===== src/rtl/lsu_byte_ctrl.sv =====
// rtl/lsu_byte_ctrl.sv - byte-serial load/store initiator between execute stage and byte-wide data memory
module lsu_byte_ctrl #(
    parameter int MEM_BYTES = 4096
) (
    input  logic        clk,
    input  logic        rst,
    input  logic        req,
    input  logic        we,
    input  logic [2:0]  func3,
    input  logic [31:0] addr,
    input  logic [31:0] wdata,
    output logic        busy,
    output logic        done,
    output logic        err,
    output logic [31:0] rdata,
    output logic [31:0] mem_addr,
    output logic        mem_re,
    output logic        mem_we,
    output logic [7:0]  mem_wdata,
    input  logic [7:0]  mem_rdata
);

    localparam logic [1:0] S_IDLE = 2'd0;
    localparam logic [1:0] S_XFER = 2'd1;
    localparam logic [1:0] S_DONE = 2'd2;

    logic [1:0]  state;
    logic        we_q;
    logic [2:0]  f3_q;
    logic [31:0] addr_q;
    logic [31:0] wdata_q;
    logic [1:0]  idx;
    logic [1:0]  last_idx;
    logic [31:0] asm_q;
    logic        err_q;
    logic [31:0] rdata_q;

    logic [1:0]  last_req;
    logic        legal_f3;
    logic [32:0] end_addr;
    logic        in_range;
    logic [31:0] asm_next;
    logic [31:0] rdata_next;
    logic [7:0]  wbyte;
    logic        in_xfer;

    always_comb begin
        case (func3[1:0])
            2'b00:   last_req = 2'd0;
            2'b01:   last_req = 2'd1;
            default: last_req = 2'd3;
        endcase
    end

    always_comb begin
        legal_f3 = 1'b0;
        if (we)
            legal_f3 = (func3 == 3'b000) || (func3 == 3'b001) || (func3 == 3'b010);
        else
            legal_f3 = (func3 == 3'b000) || (func3 == 3'b001) || (func3 == 3'b010) ||
                       (func3 == 3'b100) || (func3 == 3'b101);
    end

    // 33-bit sum so an address near 2^32 cannot wrap back into range
    assign end_addr = {1'b0, addr} + {31'b0, last_req};
    assign in_range = end_addr <= 33'(MEM_BYTES - 1);

    // Assembly including the byte arriving this cycle, so the final byte reaches rdata on the same edge
    always_comb begin
        asm_next = asm_q;
        if (!we_q) begin
            case (idx)
                2'd0: asm_next[7:0]   = mem_rdata;
                2'd1: asm_next[15:8]  = mem_rdata;
                2'd2: asm_next[23:16] = mem_rdata;
                default: asm_next[31:24] = mem_rdata;
            endcase
        end
    end

    always_comb begin
        rdata_next = 32'h0;
        if (!we_q) begin
            case (f3_q)
                3'b000:  rdata_next = {{24{asm_next[7]}}, asm_next[7:0]};
                3'b001:  rdata_next = {{16{asm_next[15]}}, asm_next[15:0]};
                3'b010:  rdata_next = asm_next;
                3'b100:  rdata_next = {24'h0, asm_next[7:0]};
                3'b101:  rdata_next = {16'h0, asm_next[15:0]};
                default: rdata_next = 32'h0;
            endcase
        end
    end

    always_comb begin
        case (idx)
            2'd0:    wbyte = wdata_q[7:0];
            2'd1:    wbyte = wdata_q[15:8];
            2'd2:    wbyte = wdata_q[23:16];
            default: wbyte = wdata_q[31:24];
        endcase
    end

    always_ff @(posedge clk) begin
        if (rst) begin
            state    <= S_IDLE;
            we_q     <= 1'b0;
            f3_q     <= 3'b000;
            addr_q   <= 32'h0;
            wdata_q  <= 32'h0;
            idx      <= 2'd0;
            last_idx <= 2'd0;
            asm_q    <= 32'h0;
            err_q    <= 1'b0;
            rdata_q  <= 32'h0;
        end else begin
            case (state)
                S_IDLE: begin
                    if (req) begin
                        we_q     <= we;
                        f3_q     <= func3;
                        addr_q   <= addr;
                        wdata_q  <= wdata;
                        idx      <= 2'd0;
                        last_idx <= last_req;
                        asm_q    <= 32'h0;
                        if (legal_f3 && in_range) begin
                            state <= S_XFER;
                            err_q <= 1'b0;
                        end else begin
                            state   <= S_DONE;
                            err_q   <= 1'b1;
                            rdata_q <= 32'h0;
                        end
                    end
                end
                S_XFER: begin
                    idx   <= idx + 2'd1;
                    asm_q <= asm_next;
                    if (idx == last_idx) begin
                        state   <= S_DONE;
                        rdata_q <= rdata_next;
                    end
                end
                S_DONE: begin
                    state <= S_IDLE;
                    err_q <= 1'b0;
                end
                default: state <= S_IDLE;
            endcase
        end
    end

    // Strobes are squashed while rst is high so an abandoned transfer writes nothing on the reset edge
    assign in_xfer   = (state == S_XFER);
    assign mem_re    = in_xfer & ~we_q & ~rst;
    assign mem_we    = in_xfer & we_q & ~rst;
    assign mem_addr  = in_xfer ? (addr_q + {30'b0, idx}) : 32'h0;
    assign mem_wdata = in_xfer ? wbyte : 8'h00;

    assign busy  = (state != S_IDLE);
    assign done  = (state == S_DONE);
    assign err   = done & err_q;
    assign rdata = rdata_q;

endmodule


===== config.mk =====
export PLATFORM = sky130hd
export DESIGN_NAME = lsu_byte_ctrl
export DESIGN_NICKNAME = d
export VERILOG_FILES = /design/src/rtl/lsu_byte_ctrl.sv
export SDC_FILE = /design/constraint.sdc
export NUM_CORES = 1
export LEC_CHECK = 0
export BUFFER_PORTS_ARGS = -buffer_cell sky130_fd_sc_hd__buf_2
export CORE_MARGIN = 2
export CORE_UTILIZATION = 59
export CTS_CLUSTER_SIZE = 30
export DETAILED_ROUTE_END_ITERATION = 6
export PLACE_DENSITY = 0.86
export SETUP_SLACK_MARGIN = 0.4
export SLEW_MARGIN = 25
export SYNTH_ARGS = -nofsm -noshare
export SYNTH_HDL_FRONTEND = slang
export SYNTH_SLANG_ARGS = --single-unit

===== constraint.sdc =====
create_clock -name clk -period 5.81 [get_ports clk]
set_input_delay 0.581 -clock clk [delete_from_list [all_inputs] [get_ports clk]]
set_output_delay 0.581 -clock clk [all_outputs]
set_load 0.05 [all_outputs]

* Word-level counts from Yosys, hierarchy flattened *
Cells that the tools add are included.

word-level totals
  bits in registers = 139
  input port bits = 79

operators by class
  add/sub/neg operators = 3
  order comparisons = 1
  equal/unequal tests = 17
  multiplexer cells = 27
  bitwise logic cells = 7
  reduce and logical (&&, ||, !) cells = 19

operators by type and width
  cell                                                    count
  2-to-1 mux 32 bit                                       7
  one-hot mux 32 bit (5 select lines)                     1
  one-hot mux 32 bit (2 select lines)                     2
  2-to-1 mux 8 bit                                        5
  adder 32 x 2 -> 33 bit                                  1
  <= comparator 33 x 12 -> 1 bit (second input constant)  1
  adder 32 x 2 -> 32 bit                                  1
  one-hot mux 8 bit (3 select lines)                      1
  == test 3 bit (second input constant)                   4
  one-hot mux 2 bit (2 select lines)                      3
  2-to-1 mux 2 bit                                        4
  AND reduction 2 bit                                     4
  == test 2 x 1 -> 1 bit (second input constant)          3
  == test 3 x 1 -> 1 bit (second input constant)          2
  == test 3 x 2 -> 1 bit (second input constant)          2
  zero test 2 bit                                         3
  zero test 3 bit                                         2
  nonzero test 2 bit                                      3
  AND 1 bit                                               5
  == test 2 bit (second input constant)                   2
  logical OR 1 bit                                        4
  != test 2 bit (second input constant)                   2
  AND reduction 4 bit                                     1
  2-to-1 mux 1 bit                                        3
  other kinds (7)                                         8

* Depth between registers and ports, before layout *
  depth after elaboration = 10
  depth in mapped cells = 11

* Worst setup path before layout *
Ideal clock, no wire load.

  path type = input to register
  start point = in func3[0]
  end point = reg rdata_q[4] (netlist: rdata[4])
  library setup time = 0.092 ns
  data arrival time = 3.154 ns
  data required time = 5.718 ns
  path slack = 2.563 ns
  cell stages on the path = 11
  path buffers = 1
  cells stage by stage = or2_2 ha_1 fa_1 nand3_1 nor3_2 or4_2 a21o_2 a211oi_2 a31oi_4 buf_6 o32ai_1

on the way
  longest elaborated chain between the ends = 9
  elaborated cells on any way between the ends = 18
  classes of those cells = add/sub: 1; order compare: 1; eq/ne: 6; mux: 2; reduce/logical: 8

RTL lines
  what                                                            RTL line  source
  start: declaration                                              9         input logic [2:0] func3,
  branches (longest 6 deep; another with adder 32 x 2 -> 33 bit)  n/a
  logical AND 1 bit *                                             127       if (legal_f3 && in_range) begin
  != test 2 bit (no line) *                                       n/a
  AND reduction 4 bit (no line) *                                 n/a
  end signal: assignment                                          142       rdata_q <= rdata_next;
  end: declaration                                                36        logic [31:0] rdata_q;

Mark *: on every way between the ends.
A chain may end at the register's enable or synchronous reset.

* Final worst setup path *
  start point = reg idx[1]
  end point = out mem_addr[31]

on the way
  longest elaborated chain between the ends = 2

RTL lines
  what                      RTL line  source
  start: declaration        32        logic [1:0] idx;
  start signal: assignment  138       idx <= idx + 2'd1;
  adder 32 x 2 -> 32 bit    158       assign mem_addr = in_xfer ? (addr_q + {30'b0, idx}) : 32'h0;
  2-to-1 mux 32 bit         158
  end: declaration          16        output logic [31:0] mem_addr,

No other way between the ends.

==> flow_metrics.py <==
metrics = {
    "outcome": {
        "outcome": "finished with violations",
        "violations": "design-rule violations",
    },
    "global_route": {
        "grtUsageTotal": 0.302,
        "grtUsageMet3": 0.0675,
        "grt_busiest_layer": "met2",
        "grt_pass1_vias": 6577,
        "grt_pass1_wl_mm": 32.2,
        "grt_antenna_before_repair": 0,
        "use_met2": 0.483,
        "grt_util_met1": 0.400,
        "overflow": 0,
        "grt_max_degree": 79,
    },
    "finish": {
        "final_cell_mix": "203 x nand2_1, 154 x buf_2, 139 x dfxtp_1, 111 x a21oi_1, 105 x nor2_1",
        "layout.nets": 1147,
        "diodes": 0,
        "final_cells": 1239,
        "area_growth_pct": 18.6,
        "layout-drive-gt1-share": 0.201,
        "layout_commonest_cell": "nand2_1",
        "final_util": 0.722,
    },
    "worst_setup_path": {
        "worst_r2r_path_depth": 9,
        "worstPathArrival_ps": 3340,
        "timing.rr.start": "idx[0]$_SDFFE_PP0P_",
        "worstReg2RegEnd": "rdata[21]$_SDFFE_PP0P_",
        "critPathKind": "reg2out",
        "cpPeakStageDelay_ps": 670,
        "worstPathRequired_ps": 5230,
        "crit_path_top_delay_cell": "nor4_1",
        "start_kind": "flop",
        "startpoint": "idx[1]$_SDFFE_PP0P_",
        "path_buf_inv": 1,
        "worstPathCellList": "ha_1 -> a21oi_1 -> or3_1 -> nor4_1 -> nor2b_1 -> nand3_1 -> xor2_1 -> nor2_1 -> buf_2",
        "crit_path_end_kind": "output pin",
        "regToRegSetupSlack_ps": 2120,
        "path_depth": 9,
        "endpoint": "mem_addr[31]",
        "path_delay_family": "simple AND/OR/NAND/NOR gates",
        "crit_fanout": 7,
    },
    "synthesis": {
        "ys_seq_area_frac": 0.379,
        "ys_types": 61,
        "synth-edff-count": 0,
        "syn-instance-count": 953,
        "synthesis.nets": 1042,
        "synth_ff_type": "dfxtp_1",
        "synth-async-reset-ratio": 0,
        "yosysWarningCount": 0,
        "syn_area_um2": 7340,
        "synth_seq_cells": 139,
        "syn_avg_cell_area_um2": 7.71,
    },
    "sta": {
        "period_share": 0.674,
        "finalMaxSlewViolations": 0,
        "rsz0062_at_grt": "false",
        "clock_skew_ps": 8.30,
        "tightest_slew_ps": 998,
        "setup_viol": 0,
        "final_critical_path_setup_slack_ps": 1890,
        "whs_ps": 380,
        "hold_viol_final": 0,
        "period_minus_slack_ps": 3920,
        "tns_ps": 0,
        "maxSlewHeadroom": 0.333,
        "fmax_mhz": 255,
    },
    "clock_network": {
        "htreeDepth": 4,
        "path_clk_slew_ps": 60,
        "cts_root_buffer": "clkbuf_16",
        "hold_buffers": 0,
        "cts_resized": 0,
        "clk-insertion-delay-late_ps": 440,
        "cts_buffer_depth": 2,
        "cts_setup_buffers": 0,
        "cts_buffers": 17,
        "clock_sinks": 139,
        "cts_tree": "built",
    },
    "die": {
        "rows": 40,
        "core_area_um2": 12100,
        "io_pins": 156,
        "die_h_um": 116,
        "die_w_um": 116,
        "dieArea_um2": 13400,
        "start_util": 0.609,
    },
    "pwr": {
        "power_density_nw_per_um2": 289,
        "p_leak_nw": 3.37,
        "ir_drop_mv": 0.216,
    },
    "placement": {
        "port_buffers": 155,
        "pre_cts_ws_ps": 2110,
        "routabilityCongestion": 0.896,
        "hpwl_mm": 13.0,
        "dp.cells": 1207,
    },
    "route": {
        "ant_nets": 0,
        "route.detailed.drc": 7,
        "wirelength_mm": 20.0,
        "via_per_inst": 5.90,
        "first_iter_violations": 790,
        "routedWlPerCell_um": 16.1,
        "vias": 7316,
        "firstDrtPassIters": 7,
    },
    "hold_path": {
        "holdPathStages": 3,
        "hold_path_class": "in2reg",
    },
    "job": {
        "cap_violations": 0,
    },
}
[registers in the layout (all words and copies together), names as in the netlist]
name,count
last_idx,2
we_q,1
addr_q,32
rdata,32
wdata_q,32
idx,2
err_q,1
f3_q,3
asm_q,32
state,2
[routing by layer]
layer	wire (um)	part of all wire
met1	8560	0.43
met2	9460	0.47
met3	1540	0.077
met4	453	0.023
met5	0	0
[tightest hold or removal path: cells and delay by family]
kind,cells,cell delay (ps)
AOI/OAI and AO/OA,1,50
buffers and inverters,1,90
and+or+nand+nor,1,40
[logic make-up (layout without fill, tap and decap cells)]
family / count (synthesis) / count (layout) / share of synthesized area
simple gates: 412 / 412 / 0.253
compound gates: 240 / 240 / 0.224
flops: 139 / 139 / 0.379
buf+inv: 106 / 224 / 0.0681
xor+xnor: 35 / 35 / 0.0417
mux: 11 / 11 / 0.0150
fa+ha+maj: 10 / 10 / 0.0191
[where the power goes]
| group | leakage [nW] | internal (mW) | total [mW] | switching, mW |
|---|---|---|---|---|
| registers | 1.13 | 0.983 | 1.01 | 0.0268 |
| logic | 1.90 | 0.0703 | 0.205 | 0.135 |
| clock network | 0.341 | 0.862 | 1.30 | 0.439 |
| total | 3.37 | 1.92 | 2.52 | 0.601 |
[worst min-delay path by stage]
stage | startpoint | endpoint | slack [ps]
after global routing | wdata[10] | wdata_q[10]$_SDFFE_PP0P_ | 380
after CTS | wdata[28] | wdata_q[28]$_SDFFE_PP0P_ | 380
after floorplan | wdata_q[10]$_SDFFE_PP0P_ | wdata_q[10]$_SDFFE_PP0P_ | 440
after detailed placement | wdata_q[0]$_SDFFE_PP0P_ | wdata_q[0]$_SDFFE_PP0P_ | 450
after global placement | wdata_q[19]$_SDFFE_PP0P_ | wdata_q[19]$_SDFFE_PP0P_ | 440
final | wdata[2] | wdata_q[2]$_SDFFE_PP0P_ | 380
[area by class of cell]
cell class / count / area [um2]
Timing Repair Buffer: 160 / 816
Fill cell: 965 / 3350
Clock inverter: 14 / 267
Inverter: 32 / 120
Clock buffer: 18 / 439
Multi-Input combinational cell: 708 / 4070
Tap cell: 168 / 210
Sequential cell: 139 / 2780
[stage by stage]
step                area, um2  total power [mW]
global route             8710              2.59
detailed placement       8000              1.23
CTS                      8710              2.51
global placement         8000              1.22
finish                   8710              2.52
floorplan                7340              1.16
[cells in the mapped netlist (all sizes together), types with 3 or more instances]
cell / number / share of area
nand2: 205 / 0.11
o21ai: 3 / 0.0020
nor3: 11 / 0.0082
clkbuf: 62 / 0.043
or3: 3 / 0.0026
a311oi: 3 / 0.0036
nand4: 13 / 0.013
nor4: 6 / 0.011
buf: 11 / 0.0080
nor2b: 10 / 0.0085
xnor2: 13 / 0.016
o41ai: 25 / 0.030
inv: 32 / 0.016
a211oi: 6 / 0.0075
a222oi: 8 / 0.011
xor2: 22 / 0.026
and2: 9 / 0.0078
dfxtp: 139 / 0.38
o211ai: 24 / 0.025
mux2i: 11 / 0.015
a31oi: 3 / 0.0046
nand3: 18 / 0.012
a21oi: 111 / 0.076
ha: 8 / 0.014
nand2b: 12 / 0.010
and3: 9 / 0.0078
a22oi: 32 / 0.033
nor2: 105 / 0.054
o32ai: 8 / 0.0095
o31a: 8 / 0.0095
Note: power is estimated with default switching activity, not from simulation.
